File: config.mk
export PLATFORM = sky130hd
export DESIGN_NAME = usb_endp_router
export DESIGN_NICKNAME = d
export VERILOG_FILES = /design/src/rtl/usb_endp_router.sv
export SDC_FILE = /design/constraint.sdc
export NUM_CORES = 1
export LEC_CHECK = 0
export ABC_AREA = 1
export BUFFER_PORTS_ARGS = -buffer_cell sky130_fd_sc_hd__clkbuf_2
export CORE_UTILIZATION = 41
export DETAILED_ROUTE_END_ITERATION = 8
export MAX_ROUTING_LAYER = met4
export PLACE_DENSITY_LB_ADDON = 0.3
export SLEW_MARGIN = 30
export SYNTH_ARGS = -nofsm -noshare
export SYNTH_HDL_FRONTEND = slang
export SYNTH_SLANG_ARGS = --single-unit
File: constraint.sdc
create_clock -name clk_i -period 2.78 [get_ports clk_i]
set_clock_uncertainty 0.15 [all_clocks]
set_input_delay 0.417 -clock clk_i [delete_from_list [all_inputs] [get_ports clk_i]]
set_output_delay 0.417 -clock clk_i [all_outputs]
set_load 0.005 [all_outputs]
File: src/rtl/usb_endp_router.sv
// Routes SIE handshake/data signals to one of N_ENDP endpoint modules selected by the last token,
// and keeps per-endpoint halt state with data-toggle reset pulses.
module usb_endp_router #(
  parameter int N_ENDP       = 3,
  parameter bit STALL_UNUSED = 1'b1
) (
  input  logic                  clk_i,
  input  logic                  rstn_i,
  input  logic                  usb_reset_i,
  input  logic                  tok_i,
  input  logic [3:0]            endp_i,
  input  logic                  setup_i,
  input  logic                  in_req_i,
  input  logic                  in_ready_i,
  input  logic                  out_ready_i,
  output logic [7:0]            in_data_o,
  output logic                  in_valid_o,
  output logic                  in_zlp_o,
  output logic                  stall_o,
  output logic                  out_nak_o,
  output logic                  in_nak_o,
  input  logic [8*N_ENDP-1:0]   ep_in_data_i,
  input  logic [N_ENDP-1:0]     ep_in_valid_i,
  input  logic [N_ENDP-1:0]     ep_in_zlp_i,
  input  logic [N_ENDP-1:0]     ep_stall_i,
  input  logic [N_ENDP-1:0]     ep_out_nak_i,
  input  logic [N_ENDP-1:0]     ep_in_nak_i,
  output logic [N_ENDP-1:0]     ep_in_req_o,
  output logic [N_ENDP-1:0]     ep_in_ready_o,
  output logic [N_ENDP-1:0]     ep_out_ready_o,
  input  logic                  halt_set_i,
  input  logic                  halt_clr_i,
  input  logic [3:0]            halt_endp_i,
  output logic [N_ENDP-1:0]     halted_o,
  output logic [N_ENDP-1:0]     toggle_rst_o
);

  localparam logic [4:0] N_LIM = 5'(N_ENDP);

  logic [3:0]        endp_q;
  logic [N_ENDP-1:0] halt_q;
  logic [N_ENDP-1:0] toggle_q;
  logic [N_ENDP-1:0] hit;
  logic [N_ENDP-1:0] cmd_hit;
  logic [N_ENDP-1:0] routed;
  logic              sel;
  logic              cmd_ok;
  logic              halted_cur;
  logic              active;

  assign sel    = ({1'b0, endp_q} < N_LIM);
  assign cmd_ok = ({1'b0, halt_endp_i} < N_LIM);

  // hit/cmd_hit are all-zero for out-of-range indices, so no separate guard is needed when indexing.
  always_comb begin
    hit     = '0;
    cmd_hit = '0;
    for (int k = 0; k < N_ENDP; k++) begin
      hit[k]     = (endp_q == 4'(k));
      cmd_hit[k] = (halt_endp_i == 4'(k));
    end
  end

  assign halted_cur = |(hit & halt_q);
  assign active     = sel && !halted_cur;
  assign routed     = hit & {N_ENDP{active}};

  always_comb begin
    in_data_o = '0;
    for (int k = 0; k < N_ENDP; k++) begin
      if (routed[k]) in_data_o = ep_in_data_i[8*k +: 8];
    end
  end

  assign in_valid_o = |(ep_in_valid_i & routed);
  assign in_zlp_o   = |(ep_in_zlp_i & routed);
  assign stall_o    = (|(ep_stall_i & routed)) | (sel & halted_cur) | (!sel & STALL_UNUSED);
  assign out_nak_o  = (|(ep_out_nak_i & routed)) | (!sel & !STALL_UNUSED);
  assign in_nak_o   = (|(ep_in_nak_i & routed)) | (!sel & !STALL_UNUSED);

  assign ep_in_req_o    = routed & {N_ENDP{in_req_i}};
  assign ep_in_ready_o  = routed & {N_ENDP{in_ready_i}};
  assign ep_out_ready_o = routed & {N_ENDP{out_ready_i}};

  assign halted_o     = halt_q;
  assign toggle_rst_o = toggle_q;

  always_ff @(posedge clk_i or negedge rstn_i) begin
    if (!rstn_i) begin
      endp_q <= '0;
    end else if (tok_i) begin
      endp_q <= endp_i;
    end
  end

  // A SETUP on endpoint 0 clears a protocol stall without touching the data toggle.
  always_ff @(posedge clk_i or negedge rstn_i) begin
    if (!rstn_i) begin
      halt_q   <= '0;
      toggle_q <= '0;
    end else begin
      toggle_q <= '0;
      if (usb_reset_i) begin
        halt_q   <= '0;
        toggle_q <= halt_q;
      end else if (setup_i && endp_q == 4'd0) begin
        halt_q[0] <= 1'b0;
      end else if (halt_set_i && cmd_ok) begin
        halt_q <= halt_q | cmd_hit;
      end else if (halt_clr_i && cmd_ok) begin
        halt_q   <= halt_q & ~cmd_hit;
        toggle_q <= cmd_hit;
      end
    end
  end

endmodule

==> results of run 1 <==
critical path: cells and delay by family (launching register included):
kind / cells / cell delay [ns]
and+or+nand+nor: 5 / 0.88
DFF: 1 / 0.40
buffers and inverters: 2 / 0.16
Yosys cell counts, types with 2 or more instances:
cell type  instances
dfrtp_1           10
nand4_1           26
nand3_1           19
inv_2              3
nand3_2            2
buf_6              2
nand2_2            3
nor2_1            16
nor3_1             3
nor2_4             2
o21ai_0            6
nand2_1           45
buf_4              2
inv_1             14
cell usage in the layout (no fill, tap or decap), types with 2 or more instances in the layout:
cell type and n:
nor2_4 2, o21ai_0 6, nor2_1 16, clkbuf_2 84
nand2_1 45, inv_2 3, dfrtp_1 10, inv_1 14
clkbuf_4 3, nor3_1 3, nand3_2 2, nand2_2 3
nand3_1 19, nand4_1 26
timing repair:
action,CTS,global route
setup endpoints to repair,0,0
hold buffers,1,0
hold endpoints to repair,10,0
through the flow:
step | power (mW) | area (um2) | setup WS, ns
detailed placement | 0.307 | 1400 | 0.759
finish | 0.399 | 1430 | 0.490
floorplan | 0.249 | 1000 | 1.14
CTS | 0.403 | 1430 | 0.471
global route | 0.428 | 1430 | 0.326
global placement | 0.306 | 1400 | 0.801
sequential cells by signal, indices dropped and copies added, names as in the netlist:
register and count:
endp_q 4, halted_o 3, toggle_rst_o 3
where the power goes:
group	switching (mW)	internal [mW]	total [mW]	leakage (nW)
Clock	0.0444	0.0498	0.0942	0.0138
Sequential	0.00563	0.152	0.158	0.132
Combinational	0.0850	0.0623	0.147	0.711
Total	0.135	0.264	0.399	0.857
worst min-delay path by stage:
| stage | from | end | cells after the start | slack, ns |
|---|---|---|---|---|
| after floorplan | rstn_i | endp_q[0] | 0 | -0.03 |
| after global placement | rstn_i | toggle_rst_o[2] | 1 | 0.13 |
| after detailed placement | rstn_i | toggle_rst_o[1] | 1 | 0.13 |
| after CTS | endp_i[0] | endp_q[0] | 3 | 0.22 |
| after global routing | endp_i[0] | endp_q[0] | 3 | 0.23 |
| final | endp_i[2] | endp_q[2] | 3 | 0.22 |
layout make-up:
cell class	instances	area, um2
fill	241	825
timing repair buffer	85	430
clock buffer	3	22.5
inverter	17	63.8
multi-input combinational	125	628
sequential	10	250
tap	28	35.0
per-layer routing:
metal	share of wire (%)	GRT usage, %	up-vias
met3	6.8	2.38	3
met4	0.94	6.76	0
met1	41	25.1	582
li1	-	-	703
met2	51	34.6	52
met5	0	-	-
kinds of logic after synthesis:
| logic type | count (synthesis) | synth area share [%] |
|---|---|---|
| DFF | 10 | 24.9 |
| and+or+nand+nor | 119 | 59.6 |
| AOI/OAI and AO/OA | 6 | 2.99 |
| buffers and inverters | 24 | 12.5 |
==> impl_metrics.py, run 1 <==
metrics = {
    "synthesis": {
        "synth.avg_cell_area_um2": 6.31,
        "async_flop_share_pct": 100,
        "synth_cells": 159,
        "synthFlopType": "dfrtp_1",
        "synth_top_area_cell": "dfrtp_1",
        "synth_seq_area_share_pct": 24.9,
        "synth_edf_count": 0,
        "ys_warn_count": 0,
        "synth_nets": 216,
        "synth_cell_type_count": 20,
        "synth_area_leaders": "dfrtp_1 (25%), nand2_1 (17%), nand4_1 (16%)",
        "syn-cell-area_um2": 1000,
        "synth.ff_latch_count": 10,
        "synth_top_area_share_pct": 24.9,
    },
    "clocking": {
        "cts_tree": "done",
        "insertion_delay_ns": 0.26,
        "cts_root_buf": "clkbuf_4",
        "cts_sinks": 10,
        "postCtsSetupBuffers": 0,
        "path_clk_slew_ns": 0.06,
        "cts_resized": 0,
        "clk_path_buf_depth": 2,
        "cts_buffers": 3,
        "cts_max_level": 1,
    },
    "critical_path": {
        "cp_slowest_cell": "dfrtp_1",
        "cp-startpoint": "endp_q[3]",
        "worstPathRequired_ns": 2.21,
        "rrSetupSlack_ns": 1.23,
        "path_class": "reg -> out",
        "cp_slowest_stage_delay_ns": 0.40,
        "worst_setup_path_end_kind": "output pin",
        "r2r_start": "endp_q[3]",
        "cp-endpoint": "ep_in_req_o[0]",
        "r2r_cells": 8,
        "rr_endpoint": "toggle_rst_o[0]",
        "path_cells": "nor2_4, nand3_1, nand2_1, inv_2, nand2_2, nor2_1, clkbuf_2",
        "cp_max_fo": 13,
        "cp-start-kind": "register",
        "crit_arrival_ns": 1.72,
    },
    "die": {
        "initial_core_util_pct": 44.5,
        "die_area_um2": 2650,
        "chipWidth_um": 51.5,
        "dieHeight_um": 51.5,
        "core_um2": 2250,
        "io_pins": 85,
        "num_rows": 17,
    },
    "cells_and_area": {
        "diodes": 0,
        "stdcell_count": 268,
        "nets": 299,
        "area_growth_pct": 42.5,
        "post-route-util_pct": 63.4,
        "drive_gt1_share_pct": 41.7,
    },
    "sta": {
        "min_period_ns": 2.29,
        "max_freq_mhz": 437,
        "final.setup.tns_ns": 0,
        "worst_pin_slew_ns": 0.548,
        "whs_ns": 0.221,
        "fin_crit_sh_pct": 82.4,
        "grt_setup_unrepaired": "false",
        "max_slew_margin_pct": 63.4,
        "finalSetupViolations": 0,
        "slew_violations": 0,
        "hold_viol_final": 0,
    },
    "min_path": {
        "hp-class": "in -> reg",
    },
    "global_route": {
        "grt_max_degree": 26,
        "antenna_found_initial": 0,
        "overflow": 0,
        "grt_pass1_vias": 1028,
        "grt_pass1_wl_um": 4070,
        "grt_usage_pct": 20.4,
    },
    "route": {
        "remaining_drc_errors": 0,
        "post_drt_wl_per_cell_um": 9.96,
        "routed_wl_um": 2670,
        "first_iter_violations": 43,
        "vias_per_cell": 5.00,
        "drt-pass1-iter-count": 4,
        "antenna_left": 0,
        "vias": 1340,
    },
    "placement": {
        "hpwl_um": 2180,
        "portBuffers": 84,
        "gp_congestion": 0.821,
        "dp.cells": 264,
    },
    "outcome": {
        "outcome": "finished, final reports clean",
    },
    "pwr": {
        "leakage_nw": 0.857,
        "vdd_drop_max_v": 0.000186,
        "p_per_area_nw_per_um2": 279,
    },
    "flow_run": {
        "drv_cap": 0,
    },
}
Note: power is estimated with default switching activity, not from simulation.
==> inputs of run 2 (changes only) <==
Settings changed: ABC_AREA 1 to 0, CORE_UTILIZATION 41 to 37.
Clock period 2.78 ns to 2.2 ns, I/O delays scaled along.
==> impl_metrics.py, run 2 <==
metrics = {
    "route": {
        "post_drt_wl_per_cell_um": 14.6,
        "remaining_drc_errors": 0,
        "antenna_left": 0,
        "vias_per_cell": 5.47,
        "vias": 1159,
        "routed_wl_um": 3090,
        "first_iter_violations": 19,
        "drt-pass1-iter-count": 4,
    },
    "critical_path": {
        "cp_slowest_stage_delay_ns": 0.64,
        "crit_arrival_ns": 1.74,
        "cp.depth": 4,
        "crit_family": "simple AND/OR/NAND/NOR gates",
        "cp-start-kind": "register",
        "cp_max_fo": 7,
        "cp_slowest_cell": "or4_4",
        "path_class": "reg -> out",
        "worst_setup_path_end_kind": "output pin",
        "worstPathRequired_ns": 1.72,
        "crit_buf_inv": 1,
        "r2r_cells": 4,
        "path_cells": "or4_4, nor3b_2, a221o_1, clkbuf_2",
    },
    "synthesis": {
        "synth_cells": 91,
        "ys_warn_count": 0,
        "syn-cell-area_um2": 948,
        "synth_edf_count": 0,
        "synth_top_area_share_pct": 26.4,
        "synth_nets": 148,
        "synth_top_area_cell": "dfrtp_1",
        "yosys-top-cells-count": "a221o_1 (12), dfrtp_1 (10), and2_1 (9), nor3b_2 (8)",
        "synth.most_common_cell": "a221o_1",
        "synth.avg_cell_area_um2": 10.4,
        "synth_cell_type_count": 30,
        "synth.ff_latch_count": 10,
        "synth_area_leaders": "dfrtp_1 (26%), a221o_1 (13%), nor3b_2 (11%)",
        "synthFlopType": "dfrtp_1",
        "async_flop_share_pct": 100,
        "synth_seq_area_share_pct": 26.4,
    },
    "sta": {
        "setup_ws_ns": -0.0187,
        "grt_setup_unrepaired": "true",
        "min_period_ns": 2.22,
        "final.setup.tns_ns": -0.0463,
        "max_slew_margin_pct": 68.0,
        "fin_crit_sh_pct": 101,
        "hold_viol_final": 0,
        "finalSetupViolations": 4,
        "worst_pin_slew_ns": 0.477,
        "slew_violations": 0,
        "max_freq_mhz": 451,
    },
    "placement": {
        "hpwl_um": 2380,
        "gp_congestion": 0.733,
        "post_dp_cell_area_um2": 1400,
        "portBuffers": 84,
    },
    "cells_and_area": {
        "nets": 242,
        "mostFrequentLayoutCell": "clkbuf_2",
        "diodes": 0,
        "largest_register_ffs": 4,
        "area_growth_pct": 62.9,
        "largest_register": "endp_q",
        "drive_gt1_share_pct": 69.6,
        "post-route-util_pct": 66.6,
        "most-common-layout-cells": "clkbuf_2 (70), nor3b_2 (12), a221o_1 (12), buf_2 (12), dfrtp_1 (9)",
        "post-route-cell-area_um2": 1550,
    },
    "flow_run": {
        "drv_cap": 0,
    },
    "die": {
        "initial_core_util_pct": 40.9,
        "core_um2": 2320,
        "dieHeight_um": 52.6,
        "chipWidth_um": 52.6,
        "num_rows": 17,
        "io_pins": 85,
        "die_area_um2": 2770,
    },
    "min_path": {
        "min_path_cells": 2,
        "hp-class": "in -> reg",
    },
    "global_route": {
        "overflow": 0,
        "grt_pass1_vias": 1173,
        "grt_pass1_wl_um": 4640,
        "grt_usage_pct": 22.5,
        "grt_max_degree": 16,
        "antenna_found_initial": 0,
    },
    "clocking": {
        "clk_path_buf_depth": 2,
        "cts_sinks": 10,
        "insertion_delay_ns": 0.26,
        "cts_tree": "done",
        "cts_root_buf": "clkbuf_4",
        "path_clk_slew_ns": 0.06,
        "cts_buffers": 3,
        "cts_max_level": 1,
    },
    "pwr": {
        "leakage_nw": 0.790,
        "power_uw": 578,
        "p_per_area_nw_per_um2": 374,
        "vdd_drop_max_v": 0.000418,
    },
    "outcome": {
        "violations": "negative setup slack",
        "outcome": "finished, violations left",
    },
}
run 2: cell types whose count changed after synthesis, moves of 8 or more:
| cell | delta |
|---|---|
| nand3_1 | -19 |
| nor3b_2 | +8 |
| inv_1 | -12 |
| nand4_1 | -26 |
| and2_1 | +9 |
| nand2_1 | -44 |
| a221o_1 | +12 |
| nor2_1 | -12 |
run 2: logic make-up (layout without fill, tap and decap cells):
kind of cell	count (synthesis)	after routing	share of synthesized area [%]
AOI/OAI and AO/OA	28	28	26.4
DFF	10	10	26.4
and+or+nand+nor	39	40	35.4
buffers and inverters	10	102	7.12
muxes	4	4	4.75
run 2: area by class of cell:
class | instances | area [um2]
flip-flops and latches | 10 | 251
clock buffers | 4 | 36.3
fillers | 201 | 773
well taps | 28 | 35.0
multi-input cells | 72 | 678
inverters | 2 | 7.51
repair buffers | 96 | 537
run 2: final timing paths:
path	from	end	slack [ns]
setup / recovery	endp_q[1]	in_zlp_o	-0.02
hold / removal	endp_i[2]	endp_q[2]	0.16
hold reg to reg	endp_q[2]	endp_q[2]	0.44
max in group asynchronous	rstn_i	endp_q[2]	1.38
setup reg to reg	endp_q[1]	halted_o[2]	0.49
min in group asynchronous	rstn_i	toggle_rst_o[2]	0.31
run 2: per-layer routing:
metal | track usage, % | part of all wire (%) | up-vias
met5 | - | 0 | -
met4 | 6.14 | 0 | 0
met3 | 2.03 | 5.3 | 0
met2 | 47.5 | 60 | 44
met1 | 20.7 | 34 | 554
li1 | - | - | 561
run 2: timing repair:
action | in CTS | in global routing
setup buffers | 2 | 1
hold buffers | 1 | 0
gates resized for setup | 5 | 24
gates cloned | 2 | 0
setup endpoints to repair | 21 | 21
pin swaps | 4 | 13
hold endpoints to repair | 10 | 0
run 2: report_power, final:
part / leakage (nW) / internal (mW) / switching (mW)
combinational: 0.640 / 0.125 / 0.0913
sequential: 0.129 / 0.193 / 0.0107
clock: 0.0210 / 0.100 / 0.0582
run 2: metrics by stage:
stage | hold WS, ns | setup slack, ns | instances
2_1_floorplan | -0.116 | 0.179 | 91
3_3_place_gp | 0.0476 | 0.251 | 202
3_5_place_dp | 0.0517 | 0.210 | 202
4_1_cts | 0.147 | -0.0297 | 211
5_1_grt | 0.150 | -0.0927 | 212
6_report | 0.156 | -0.0187 | 212
